## src/rtl/counter_updown_mod_if.sv

```systemverilog
// counter_updown_mod_if: control and status bundle of the up/down counter
// master: drives en, up, clr, load, load_val; observes count, tc, ovf
// slave : the counter itself; observes the controls, drives count, tc, ovf
interface counter_updown_mod_if #(
  parameter int WIDTH = 4
);
  logic             en;
  logic             up;
  logic             clr;
  logic             load;
  logic [WIDTH-1:0] load_val;
  logic [WIDTH-1:0] count;
  logic             tc;
  logic             ovf;
  modport master (output en, up, clr, load, load_val, input count, tc, ovf);
  modport slave  (input en, up, clr, load, load_val, output count, tc, ovf);
endinterface

```

## src/rtl/counter_updown_mod.sv

```systemverilog
// counter_updown_mod: modulo-(MAX_VAL+1) up/down counter with load, clear, terminal-count pulse and sticky bound flag
// clk : rising-edge clock
// rst : asynchronous active-high reset, clears count, tc and ovf
// bus : slave side of counter_updown_mod_if
//   en, up, clr, load, load_val : controls, priority clr > load > en
//   count : registered count, never above MAX_VAL
//   tc    : one-cycle pulse after every edge that hit a bound while enabled
//   ovf   : sticky, set by the first bound hit, cleared by clr or rst
module counter_updown_mod #(
  parameter int          WIDTH    = 4,
  parameter int unsigned MAX_VAL  = 15,
  parameter bit          SATURATE = 0
) (
  input logic                  clk,
  input logic                  rst,
  counter_updown_mod_if.slave  bus
);
  localparam logic [WIDTH-1:0] MAX = MAX_VAL[WIDTH-1:0];
  logic [WIDTH-1:0] count_q, count_d, step, wrap;
  logic             tc_q, tc_d, ovf_q, ovf_d, bound;
  always_comb begin
    bound   = bus.en & ~bus.clr & ~bus.load & (bus.up ? count_q == MAX : count_q == '0);
    step    = bus.up ? count_q + 1'b1 : count_q - 1'b1;
    // a bound hit either holds (saturating) or jumps to the opposite bound
    wrap    = SATURATE ? count_q : (bus.up ? '0 : MAX);
    count_d = bus.clr ? '0 :
              bus.load ? (bus.load_val > MAX ? MAX : bus.load_val) :
              !bus.en ? count_q :
              bound ? wrap : step;
    tc_d    = bound;
    ovf_d   = bus.clr ? 1'b0 : ovf_q | bound;
  end
  always_ff @(posedge clk or posedge rst) begin
    if (rst) begin
      count_q <= '0;
      tc_q    <= 1'b0;
      ovf_q   <= 1'b0;
    end else begin
      count_q <= count_d;
      tc_q    <= tc_d;
      ovf_q   <= ovf_d;
    end
  end
  assign bus.count = count_q;
  assign bus.tc    = tc_q;
  assign bus.ovf   = ovf_q;
endmodule

```

## src/flat_wrapper.sv

```systemverilog
// flat-port wrapper written by rule: the top's interface ports become plain ports
module counter_updown_mod_flat 
#(
  parameter int          WIDTH    = 4,
  parameter int unsigned MAX_VAL  = 15,
  parameter bit          SATURATE = 0
)
  (clk, rst, bus_en, bus_up, bus_clr, bus_load, bus_load_val, bus_count, bus_tc, bus_ovf);
  counter_updown_mod_if #(.WIDTH(WIDTH)) bus_i ();
  input logic clk;
  input logic rst;
  input wire logic [$bits(bus_i.en)-1:0] bus_en;
  input wire logic [$bits(bus_i.up)-1:0] bus_up;
  input wire logic [$bits(bus_i.clr)-1:0] bus_clr;
  input wire logic [$bits(bus_i.load)-1:0] bus_load;
  input wire logic [$bits(bus_i.load_val)-1:0] bus_load_val;
  output wire logic [$bits(bus_i.count)-1:0] bus_count;
  output wire logic [$bits(bus_i.tc)-1:0] bus_tc;
  output wire logic [$bits(bus_i.ovf)-1:0] bus_ovf;
  assign bus_i.en = bus_en;
  assign bus_i.up = bus_up;
  assign bus_i.clr = bus_clr;
  assign bus_i.load = bus_load;
  assign bus_i.load_val = bus_load_val;
  assign bus_count = bus_i.count;
  assign bus_tc = bus_i.tc;
  assign bus_ovf = bus_i.ovf;
  counter_updown_mod #(.WIDTH(WIDTH), .MAX_VAL(MAX_VAL), .SATURATE(SATURATE)) u_core (.clk(clk), .rst(rst), .bus(bus_i));
endmodule
```

## config.mk

```make
export PLATFORM = sky130hd
export DESIGN_NAME = counter_updown_mod_flat
export DESIGN_NICKNAME = d
export VERILOG_FILES = /design/src/rtl/counter_updown_mod_if.sv /design/src/rtl/counter_updown_mod.sv /design/src/flat_wrapper.sv
export SDC_FILE = /design/constraint.sdc
export NUM_CORES = 1
export LEC_CHECK = 0
export ABC_AREA = 1
export CELL_PAD_IN_SITES_DETAIL_PLACEMENT = 1
export CELL_PAD_IN_SITES_GLOBAL_PLACEMENT = 1
export CORE_UTILIZATION = 29
export CTS_BUF_LIST = sky130_fd_sc_hd__clkbuf_4 sky130_fd_sc_hd__clkbuf_8 sky130_fd_sc_hd__clkbuf_16
export CTS_CLUSTER_SIZE = 30
export DETAILED_ROUTE_END_ITERATION = 10
export PLACE_DENSITY = 0.74
export REMOVE_ABC_BUFFERS = 1
export SLEW_MARGIN = 20
export SYNTH_ARGS = -nofsm -noshare
export SYNTH_HDL_FRONTEND = slang
export SYNTH_SLANG_ARGS = --single-unit
```

## constraint.sdc

```tcl
create_clock -name clk -period 1.95 [get_ports clk]
set_input_delay 0.2925 -clock clk [delete_from_list [all_inputs] [get_ports clk]]
set_output_delay 0.2925 -clock clk [all_outputs]
set_load 0.02 [all_outputs]
```

# Word level (Yosys, flattened, before mapping)
# Cells that the tools add are included.
# Widths: inputs -> output; s select.
# classes
bitwise_logic	6
eq_ne	1
n_lt_le_gt_ge	1
n_addsub	2
n_mux	9
n_reduce_logical	2
# op_table
op	count
$mux 4	7
$add 4x1->4 const B	1
$eq 4x4->1 const B	1
$gt 4x4->1 const B	1
$logic_not 4->1	1
$sub 4x1->4 const B	1
$and 1x1->1	3
$reduce_bool 3->1	1
$mux 1	2
$not 1->1	2
$or 1x1->1	1
# word_totals
in_bits	10
wordCells	24
out_inout_bits	6
regBits	6

# Logic depth before layout (Yosys ltp)
# logic_depth
word_depth	8
ltp_mapped	12
ltp_nobuf	12

# Least setup slack after synthesis
# No wires, ideal clock.
# synth_path
path_kind	register to register
startpoint	reg u_core.count_q[0] (netlist: u_core.bus.count[0])
endpoint	reg u_core.count_q[2] (netlist: u_core.bus.count[2])
setup_slack_ns	0.406
arrival_time_ns	1.427
required_time_ns	1.833
n_path_buf	0
setup_time_ns	0.117
stages_incl_launch_ff	9
synth_period_minus_slack_ns	1.544
cell_sequence	dfrtp_1 inv_1 fa_1 xor2_1 nand2_1 nand2_1 nand2_1 nand2_1 nand2_1
# synth_via
elab_chain_len	7
word_cells_on_any_way	11
cone_classes	2 x add/sub; 1 x eq/ne; 6 x mux; 1 x bitwise; 1 x reduce/logical
# synth_rtl
item	line	source
start, declared	counter_updown_mod.sv:19	logic [WIDTH-1:0] count_q, count_d, step, wrap;
start signal, assigned	counter_updown_mod.sv:39	count_q <= count_d;
branches (longest 3 deep; another with $sub 4x1->4)	-	
$mux 4 (*)	counter_updown_mod.sv:29	bound ? wrap : step;
$mux 4 (*)	counter_updown_mod.sv:28	!bus.en ? count_q :
$mux 4 (*)	counter_updown_mod.sv:27	bus.load ? (bus.load_val > MAX ? MAX : bus.load_val) :
$mux 4 (*)	counter_updown_mod.sv:26	count_d = bus.clr ? '0 :
# Every way passes the cells marked *. The select of a mux whose other input is x is not followed.
# A chain may end at the register's enable or synchronous reset.

# Worst setup path after layout
# layout_path
startpoint	in bus_up
endpoint	reg u_core.count_q[3] (netlist: u_core.bus.count[3])
# layout_via
elab_chain_len	6
word_cells_on_any_way	8
cone_classes	7 x mux; 1 x bitwise
# layout_rtl
item	line	source
start, declared	flat_wrapper.sv:13	input wire logic [$bits(bus_i.up)-1:0] bus_up;
$mux 1	counter_updown_mod.sv:22	bound = bus.en & ~bus.clr & ~bus.load & (bus.up ? count_q == MAX : count_q == '0);
$and 1x1->1	counter_updown_mod.sv:22	
$mux 4 (*)	counter_updown_mod.sv:29	
$mux 4 (*)	counter_updown_mod.sv:28	
$mux 4 (*)	counter_updown_mod.sv:27	
$mux 4 (*)	counter_updown_mod.sv:26	
# Every way passes the cells marked *; elsewhere a longest branch is shown, timed or not. The select of a mux whose other input is x is not followed.

==> key figures <==
Status
  • Status: complete, no violations

STA
  • Final min period: about 1700 ps
  • RSZ-0062 raised after global routing: false
  • Final hold viol count: 0
  • Final slew viol count: 0
  • Hold slack final: around 260 ps
  • Final setup viols: 0
  • Worst-margin pin slew: 329 ps
  • Worst Skew: between 3 and 4 ps
  • Max Clk Rate: between 500 and 600 MHz
  • Slew headroom: 77.9%
  • Post-route clock period utilization: between 80% and 90%
  • Post-Route Setup TNS: 0 ps

Placement
  • # port buffers: 15
  • GP Congestion: 0.735
  • Post-DP HPWL: 1.06 mm
  • Placed instance area: ~660 um2

Yosys
  • Most frequent cells after synthesis: 35 x nand2_1, 6 x dfrtp_1, 6 x inv_1, 5 x nand3_1
  • EDFF count, synth: 0
  • Sequential cell area fraction in the yosys report: approximately 31%
  • Cell count after synthesis: 72
  • Mapped cell area: between 400 and 500 um2
  • Synth unique cells: 19
  • Area leader, netlist: dfrtp_1
  • Ys flop type: dfrtp_1
  • Synth area leaders: dfrtp_1 31%, nand2_1 27%, ha_1 5.2%, nand3_1 5.2%, inv_1 4.7%
  • Top-area cell type share of the netlist area: a little under a third
  • Count leader, synth: nand2_1
  • Fraction of registers with async set or reset after synthesis: 100%
  • Syn avg cell area: approximately 6.7 um2
  • #FFs+latches synth: 6
  • Yosys Warn Count: 0

Global route
  • M2 GR Usage: a little under a third
  • Gr usage total: around 17%
  • Met3 GRT Util: under 10%
  • Vias in the first global route: between 500 and 600
  • Initial antenna violation count: 0
  • Largest net degree at the start of global routing: 8
  • Global-route wire length before repair: 2.21 mm
  • Total congestion overflow: 0
  • Busiest grt layer: met2
  • M1 GR Usage: ~18%

Clock network
  • CTS Root Cell: clkbuf_4
  • Clk pin slew, worst setup/hold paths: roughly 50 ps
  • Number of H-tree levels: 1
  • Clk buf depth: 2
  • Post-CTS resize count: 0
  • CTS tree: built
  • Clock Sinks: 6
  • Post-CTS Setup Bufs: 0
  • Worst-Skew Late Latency: between 200 and 250 ps
  • Total CTS buffers: 3
  • Post-CTS Hold Buffers: 0

Floorplanning
  • Die Y: between 40 and 50 um
  • IO Pins: 16
  • Core footprint: between 1500 and 2000 um2
  • Row count: 14
  • Die area: between 1500 and 2000 um2
  • Starting Density: about a third
  • Die X: 42.7 um

Detailed routing
  • Drt first pass iters: 4
  • Final WL: about 1.2 mm
  • Wire length per cell: about 12 um
  • Vias: ~500
  • Final antenna-violating net count: 0
  • Initial drt markers: 1
  • DR DRC count: 0
  • Vias per cell: about 4.7

Pwr
  • Leakage: 0.353 nW
  • Max VDD drop: ~310 uV
  • Power Density: around 600 nW/um2

Setup path
  • WP data arrival: approximately 1800 ps
  • Crit end category: register
  • CP Launch Type: primary input
  • Maximum fanout along the worst path: 4
  • Crit Path Class: in2reg
  • Critical path required time: 2080 ps

Final layout
  • Final core utilization: between 40% and 50%
  • Ratio of cells with drive above 1 in the final layout: 13.2%
  • Final Cell Area: roughly 680 um2
  • Nets: between 100 and 150
  • Synth-to-Final Area Change: 41.8%
  • Ant. Diodes: 0

Flow run
  • Max_cap viols: 0

Hold path
  • HP Class: in2async
## metal layers
metal  part of all wire, %  vias to the layer above
met3                   2.7                        5
met2                    54                       17
met1                    40                      219
li1                      -                      262
met5                     0                        -
met4                   2.8                        0
## registers in the layout (all words and copies together), names as in the netlist
name,count
u_core.bus.ovf,1
u_core.bus.tc,1
u_core.bus.count,4
## cells by family (layout without fill, tap and decap cells)
kind of cell / after synthesis / in the layout / synth area share [%]
AOI/OAI and AO/OA: 4 / 4 / 6.01
xor gates and xnor gates: 1 / 1 / 1.83
adders and majority gates: 3 / 3 / 9.40
buffers and inverters: 9 / 28 / 7.05
DFF: 6 / 6 / 31.3
and+or+nand+nor: 49 / 49 / 44.4
## worst max-delay path, cell delays in order
cell	delay, ps
clkdlybuf4s50_1	500
inv_2	60
ha_1	300
or2_1	230
nand2_1	70
nand2_1	40
nand2_1	60
nand2_1	50
nand2_1	50
nand2_1	50
nand2_1	80
nand2_1	50
## per-stage QoR
stage               std cells  power, W  setup WS (ps)
floorplan                  72  0.000234            406
global placement          104  0.000292           40.0
detailed placement        104  0.000298          -2.70
CTS                       107  0.000416            245
global route              107  0.000446           99.1
finish                    107  0.000407            250
## worst paths after layout
kind | start | end | slack [ps] | depth (start not counted)
min | rst | u_core.bus.count[2] | 260 | 2
min in group clk | u_core.bus.ovf | u_core.bus.ovf | 480 | 1
max | bus_up | u_core.bus.count[3] | 250 | 12
max in group asynchronous | rst | u_core.bus.ovf | 1500 | 2
max reg2reg | u_core.bus.count[0] | u_core.bus.count[2] | 370 | 8
min reg2reg | u_core.bus.ovf | u_core.bus.ovf | 480 | 1
## report_power, final
part           internal (W)  leakage (nW)  total [W]  switching [W]
Sequential         0.000134        0.0796   0.000150      0.0000157
Clock             0.0000696        0.0138   0.000114      0.0000447
Combinational     0.0000679         0.259   0.000143      0.0000754
## area by class of cell
| type | instances | area, um2 |
|---|---|---|
| Fill cell | 209 | 845 |
| Tap cell | 16 | 20.0 |
| Clock buffer | 3 | 22.5 |
| Multi-Input combinational cell | 57 | 295 |
| Inverter | 9 | 33.8 |
| Timing Repair Buffer | 16 | 158 |
| Sequential cell | 6 | 150 |
## cell usage in the layout (no fill, tap or decap)
cell type / Yosys / final
ha_1: 2 / 2
o21ai_1: 1 / 1
nor3_2: 1 / 1
fa_1: 1 / 1
o21ai_2: 1 / 1
clkdlybuf4s50_1: 0 / 15
o21a_1: 1 / 1
nand3_1: 5 / 5
and3_1: 1 / 1
clkbuf_4: 0 / 3
nor2_1: 3 / 3
nor2_2: 1 / 1
nand3_2: 1 / 1
buf_4: 0 / 1
nand2_1: 35 / 35
dfrtp_1: 6 / 6
or2_1: 1 / 1
inv_2: 3 / 3
o211ai_1: 1 / 1
xor2_1: 1 / 1
inv_1: 6 / 6
nand2_2: 1 / 1
No activity file was read; power rests on OpenSTA's default activity.
